`src/rtl/mac2_ctrl.sv`:
```
// mac2_ctrl: computes y = a*b + c*d by running two back-to-back multiplies
// through one shared start/busy shift-add multiplier and accumulating them.
// The first product goes into an accumulator. The final sum is registered
// on y_bo when the second multiply completes. If the multiplier never
// raises busy after a start pulse, err_o is set and the operation is dropped.

module mac2_ctrl #(
  parameter int W           = 8,
  parameter int ACK_TIMEOUT = 4
) (
  input  logic             clk_i,
  input  logic             rst_i,
  input  logic [W-1:0]     a_bi,
  input  logic [W-1:0]     b_bi,
  input  logic [W-1:0]     c_bi,
  input  logic [W-1:0]     d_bi,
  input  logic             start_i,
  output logic             busy_o,
  output logic [2*W:0]     y_bo,
  output logic             err_o,
  output logic [W-1:0]     m_a_bo,
  output logic [W-1:0]     m_b_bo,
  output logic             m_start_o,
  input  logic             m_busy_i,
  input  logic [2*W-1:0]   m_y_bi
);

  // The counter must be able to hold ACK_TIMEOUT itself.
  localparam int CW = $clog2(ACK_TIMEOUT + 1);

  typedef enum logic [2:0] {
    IDLE   = 3'd0,
    ISSUE1 = 3'd1,
    ACK1   = 3'd2,
    RUN1   = 3'd3,
    ISSUE2 = 3'd4,
    ACK2   = 3'd5,
    RUN2   = 3'd6
  } state_t;

  state_t          state_q, state_d;
  logic [W-1:0]    c_q, c_d;
  logic [W-1:0]    d_q, d_d;
  logic [W-1:0]    m_a_q, m_a_d;
  logic [W-1:0]    m_b_q, m_b_d;
  logic [2*W-1:0]  acc_q, acc_d;
  logic [2*W:0]    y_q, y_d;
  logic            err_q, err_d;
  logic [CW-1:0]   ctr_q, ctr_d;
  logic [CW-1:0]   ctr_inc;
  logic            ack_expired;

  // The counter value after this cycle's wait, and whether it hits the limit.
  assign ctr_inc     = ctr_q + CW'(1);
  assign ack_expired = (ctr_inc == CW'(ACK_TIMEOUT));

  // The Moore outputs decode from the state register. The data outputs come straight from flops.
  assign busy_o    = (state_q != IDLE);
  assign m_start_o = (state_q == ISSUE1) || (state_q == ISSUE2);
  assign m_a_bo    = m_a_q;
  assign m_b_bo    = m_b_q;
  assign y_bo      = y_q;
  assign err_o     = err_q;

  // Next-state and datapath logic: each register holds by default and changes only on its step.
  always_comb begin
    state_d = state_q;
    c_d     = c_q;
    d_d     = d_q;
    m_a_d   = m_a_q;
    m_b_d   = m_b_q;
    acc_d   = acc_q;
    y_d     = y_q;
    err_d   = err_q;
    ctr_d   = ctr_q;

    case (state_q)
      IDLE: begin
        if (start_i) begin
          m_a_d   = a_bi;
          m_b_d   = b_bi;
          c_d     = c_bi;
          d_d     = d_bi;
          err_d   = 1'b0;
          state_d = ISSUE1;
        end
      end

      ISSUE1: begin
        ctr_d   = '0;
        state_d = ACK1;
      end

      ACK1: begin
        if (m_busy_i) begin
          state_d = RUN1;
        end else begin
          ctr_d = ctr_inc;
          if (ack_expired) begin
            err_d   = 1'b1;
            state_d = IDLE;
          end
        end
      end

      RUN1: begin
        if (!m_busy_i) begin
          acc_d   = m_y_bi;
          m_a_d   = c_q;
          m_b_d   = d_q;
          state_d = ISSUE2;
        end
      end

      ISSUE2: begin
        ctr_d   = '0;
        state_d = ACK2;
      end

      ACK2: begin
        if (m_busy_i) begin
          state_d = RUN2;
        end else begin
          ctr_d = ctr_inc;
          if (ack_expired) begin
            err_d   = 1'b1;
            state_d = IDLE;
          end
        end
      end

      RUN2: begin
        if (!m_busy_i) begin
          y_d     = {1'b0, acc_q} + {1'b0, m_y_bi};
          state_d = IDLE;
        end
      end

      default: begin
        state_d = IDLE;
      end
    endcase
  end

  // The state and datapath registers. A synchronous reset drops any in-flight multiply.
  always_ff @(posedge clk_i) begin
    if (rst_i) begin
      state_q <= IDLE;
      c_q     <= '0;
      d_q     <= '0;
      m_a_q   <= '0;
      m_b_q   <= '0;
      acc_q   <= '0;
      y_q     <= '0;
      err_q   <= 1'b0;
      ctr_q   <= '0;
    end else begin
      state_q <= state_d;
      c_q     <= c_d;
      d_q     <= d_d;
      m_a_q   <= m_a_d;
      m_b_q   <= m_b_d;
      acc_q   <= acc_d;
      y_q     <= y_d;
      err_q   <= err_d;
      ctr_q   <= ctr_d;
    end
  end

endmodule
```
`config.mk`:
```
export PLATFORM = sky130hd
export DESIGN_NAME = mac2_ctrl
export DESIGN_NICKNAME = d
export VERILOG_FILES = /design/src/rtl/mac2_ctrl.sv
export SDC_FILE = /design/constraint.sdc
export NUM_CORES = 1
export LEC_CHECK = 0
export BUFFER_PORTS_ARGS = -buffer_cell sky130_fd_sc_hd__buf_2
export CAP_MARGIN = 10
export CORE_UTILIZATION = 58
export DETAILED_ROUTE_END_ITERATION = 8
export PLACE_DENSITY = 0.95
export SETUP_SLACK_MARGIN = 0.05
export SLEW_MARGIN = 5
export SYNTH_ARGS = -nofsm -noshare
export SYNTH_HDL_FRONTEND = slang
export SYNTH_SLANG_ARGS = --single-unit
```
`constraint.sdc`:
```
create_clock -name clk_i -period 7.55 [get_ports clk_i]
set_clock_uncertainty 0.15 [all_clocks]
set_input_delay 0.755 -clock clk_i [delete_from_list [all_inputs] [get_ports clk_i]]
set_output_delay 0.755 -clock clk_i [all_outputs]
set_load 0.03 [all_outputs]
```
After elaboration in Yosys (flattened, before gate mapping)
Index checks and enable logic that the tools add are counted.

Flip-flop bits (word level): 72. Output and inout bits: 36.

$add $sub $neg: 2. Equality and inequality tests: 12. Multiplexer cells: 19. Bitwise operators: 1. Reduce and logical (&&, ||, !) cells: 15.

Operators by type and width (count): 8-bit 2-to-1 mux (4); 8-bit one-hot mux with 2 select lines (2); 3-bit 2-to-1 mux (7); 3-bit one-hot mux with 7 select lines (1); 16-bit by 16-bit adder with 17-bit output (1); 3-bit equality test (second input constant) (4); 2-bit inequality test (second input constant) (4); 2-bit AND reduction (4); 3-bit by 2-bit equality test with 1-bit output (second input constant) (2); 3-bit one-hot mux with 2 select lines (1); 3-bit AND reduction (2); 2-bit nonzero test (3); 4-bit AND reduction (1); 2-bit OR reduction (2); 3-bit by 1-bit adder with 3-bit output (second input constant) (1); 3-bit by 1-bit equality test with 1-bit output (second input constant) (1); 3-bit zero test (1); 1-bit 2-to-1 mux (3); 3-bit nonzero test (1); 2-bit by 1-bit inequality test with 1-bit output (second input constant) (1); 1-bit one-hot mux with 2 select lines (1); 1-bit logical OR (1); 1-bit NOT (1).

Depth between registers and ports, before layout
Word-level depth: 5. Gate-level depth with buffers: 8. Gate-level depth less buffers: 7.

Worst setup path before layout
No wires, ideal clock.

Kind: input-to-reg. Start: in m_y_bi[0]. End: reg y_q[14] (netlist: y_bo[14]). Setup time: 0.116 ns. Arrival time: 2.632 ns. Slack: 4.652 ns. Stages on the path: 7. Cell sequence: ha_1 > fa_1 > a21o_1 > a311oi_4 > nor3_2 > or4_1 > and4_1.

Word-level cells in the longest chain between the ends: 1.

RTL lines: start: declaration (RTL line 25) `input logic [2*W-1:0] m_y_bi`; 16-bit by 16-bit adder with 17-bit output (RTL line 134) `y_d = {1'b0, acc_q} + {1'b0, m_y_bi};`; end signal: assignment (RTL line 164) `y_q <= y_d;`; end: declaration (RTL line 47) `logic [2*W:0] y_q, y_d;`.

No other way between the ends. A chain may end at the register's enable or synchronous reset.

Worst setup path in the final report
Start: reg state_q[1]. End: reg acc_q[2].

Word-level cells in the longest chain between the ends: 2.

RTL lines: start: declaration (RTL line 41) `state_t state_q, state_d;`; start signal: assignment (RTL line 158) `state_q <= state_d;`; 3-bit by 2-bit equality test with 1-bit output (RTL line 77) `case (state_q)`; 2-bit AND reduction (no source line); end signal: assignment (RTL line 153) `acc_q <= '0;`; end signal: assignment (RTL line 163) `acc_q <= acc_d;`; end: declaration (RTL line 46) `logic [2*W-1:0] acc_q, acc_d;`.

No other way between the ends.

==> summary.txt <==
Logic synthesis
  – Most frequent cells after synthesis: nand2_1 (84), dfxtp_1 (72), a21oi_1 (59), nor2_1 (36)
  – Post-Syn Area: 0.003792 mm2
  – Largest area contributor in the netlist: dfxtp_1
  – Syn Area/Cell: 8.052 um2
  – Cell count after synthesis: 471
  – Post-synth EDFFs: 0
  – Most common flop cell mapped by yosys: dfxtp_1
  – Synth cell types: 54
  – Top cell type's share of synthesized area: 0.3801
  – FFs w/ async S/R, synth: 0
  – Seq/Total Area, Yosys: 0.3801
  – Main area contributors after synthesis: dfxtp_1 (38%), nand2_1 (8.3%), a21oi_1 (7.8%)
  – Top-count cell post-synth: nand2_1
  – Synth warnings: 0
  – Syn Nets: 542
  – Synth Register Bits: 72

CTS
  – Root Buffer Master: clkbuf_8
  – H-tree Lvls: 3
  – Post-CTS Setup Bufs: 0
  – Skew-Pair Late Insertion Delay: 0.37 ns
  – Worst-path clk slew: 0.08 ns
  – CTS tree: done
  – # hold bufs at CTS: 0
  – Clock sink total: 72
  – Deepest clock path buffer count: 2
  – Post-CTS sizing: 0
  – TritonCTS buffer count: 9

Drt
  – Vias per Instance: 6.154
  – Drt initial violations: 299
  – Avg WL per Cell: 15.60 um
  – Remaining antenna violation count after routing: 0
  – DRT Wirelength: 9721 um
  – Drt drc: 0
  – Via count: 3,834
  – DRT Pass-1 Iters: 7

Power
  – Cell area power density: 201.3 mW/mm2
  – Leakage power: 1.975 nW
  – Seq pwr share: 0.466
  – Maximum vdd ir drop: 0.0001620 V
  – Psw: 0.2801 mW
  – Clock share of power: 0.369
  – Switching share of power: 0.3150
  – Internal power: 0.6091 mW
  – Combinational share of power: 0.165

GRT
  – Vias in the first global route: 3,432
  – Antenna violations before repair: 0
  – Tot GR Track Use: 0.2880
  – Remaining global-route overflow: 0
  – Global-route wire length before repair: 15,930 um
  – Pin count of the biggest net entering global routing: 70

Cells and area
  – # fillers: 494
  – Area of the multi-input gates: 0.002185 mm2
  – Post-layout util: 0.6998
  – Layout Nets: 612
  – Reg area: 0.001441 mm2
  – Share of post-route cells with drive strength above 1: 0.2143
  – Area Growth Syn to Fin: 16.50%
  – Antenna diodes: 0

STA
  – Final hold violation count: 0
  – Tmin final: 3.432 ns
  – Final TNS setup: 0 ns
  – Setup Viol. Count Final: 0
  – Max frequency: 291.4 MHz
  – Max transition margin: 0.2574
  – Crit share post-route: 0.4546
  – Pins Over Slew Limit: 0
  – RSZ-0062 raised after global routing: false
  – Worst slew pin tran: 1.110 ns

Setup path
  – Setup crit end kind: flip-flop
  – Critical Path RT: 7.68 ns
  – Type of origin of the critical path: flip-flop
  – Worst path cell trace: nand3_1 -> nor2_1 -> nand2_1 -> a21oi_1
  – CP Class: reg2reg
  – Crit Path Max Fanout: 21
  – Worst path max stage delay: 1.18 ns
  – Crit path DAT: 3.56 ns
  – Critical path's slowest cell: nor2_1

Floorplan
  – Die Width: 82.86 um
  – I/O pin cnt: 88
  – CORE AREA: 0.006314 mm2
  – Initial cell density of the core: 0.6007
  – Die area: 0.006866 mm2
  – # rows: 29
  – Die Height: 82.86 um

Placed design
  – Placer congestion estimate: 0.9386
  – Port buffer count: 87
  – Detailed Place HPWL: 6693 um

Hold path
  – Hold Crit Class: reg2reg

Run status
  – Status: completed

Run
  – Max-Cap Viols: 0
[cell families (layout without fill, tap and decap cells)]
kind of cell,Yosys count,in the layout,share of synthesized area
simple gates,177,177,0.2082
buf+inv,40,115,0.04388
mux,19,19,0.05114
fa+ha+maj,19,19,0.06467
xor+xnor,5,5,0.01155
flops,72,72,0.3801
compound gates,139,139,0.2405
[cell usage in the layout, fill, tap and decap left out, types with 9 or more instances in the layout]
cell,instances
o211ai_1,10
inv_1,10
a211oi_1,21
nor2_1,36
buf_2,87
nand3_1,18
clkbuf_8,9
nand2_1,84
ha_1,18
a21oi_1,59
o21ai_0,13
mux2i_1,16
dfxtp_1,72
[registers in the layout, indices dropped and copies added, names as in the netlist]
name     count
y_bo        17
acc_q       16
c_q          8
d_q          8
m_a_bo       8
m_b_bo       8
ctr_q        3
state_q      3
err_o        1
[cell type report]
| class | count | share of cell area |
|---|---|---|
| inverters | 10 | 0.008496 |
| clock inverters | 7 | 0.01897 |
| well taps | 77 | 0.02181 |
| repair buffers | 89 | 0.1020 |
| flip-flops and latches | 72 | 0.3263 |
| multi-input cells | 359 | 0.4945 |
| clock buffers | 9 | 0.02804 |
[metrics by stage]
stage / hold WS (ns) / worst slack (ns) / instance area [um2] / std cells / total power [mW]
floorplan: 0.2857 / 4.652 / 3792 / 471 / 0.5195
global placement: 0.2859 / 4.402 / 4210 / 607 / 0.5581
detailed placement: 0.2910 / 4.277 / 4210 / 607 / 0.5651
CTS: 0.3024 / 4.136 / 4418 / 623 / 0.8893
global route: 0.3251 / 3.871 / 4418 / 623 / 0.9235
finish: 0.3000 / 4.118 / 4418 / 623 / 0.8892
[power groups by stage]
stage	Combinational (mW)	Sequential, mW	Clock (mW)
3_5_place_dp	0.143	0.422	0
2_1_floorplan	0.0826	0.437	0
3_3_place_gp	0.137	0.421	0
4_1_cts	0.145	0.414	0.330
5_1_grt	0.160	0.417	0.347
6_report	0.147	0.414	0.328
[final timing paths]
kind                            from                    end  slack [ns]  depth (start not counted)
max          state_q[1]$_SDFFE_PP0P_  acc_q[2]$_SDFFE_PP0P_        4.12                          4
min             y_bo[6]$_SDFFE_PP0P_   y_bo[6]$_SDFFE_PP0P_        0.30                          2
max reg2reg  state_q[1]$_SDFFE_PP0P_  acc_q[2]$_SDFFE_PP0P_        4.12                          4
min reg2reg     y_bo[6]$_SDFFE_PP0P_   y_bo[6]$_SDFFE_PP0P_        0.30                          2
[metal layers]
metal | wire length (um) | vias up | GRT usage
li1 | - | 1840 | -
met1 | 4056 | 1757 | 0.3525
met2 | 4664 | 195 | 0.4776
met3 | 614 | 42 | 0.04871
met4 | 385 | 0 | 0.1661
met5 | 0 | - | 0
[worst max-delay path: cells and delay by family, from the launching register on]
kind,cells,cell delay [ns]
flops,1,0.71
simple gates,3,2.26
compound gates,1,0.22
Note: power is estimated with default switching activity, not from simulation.
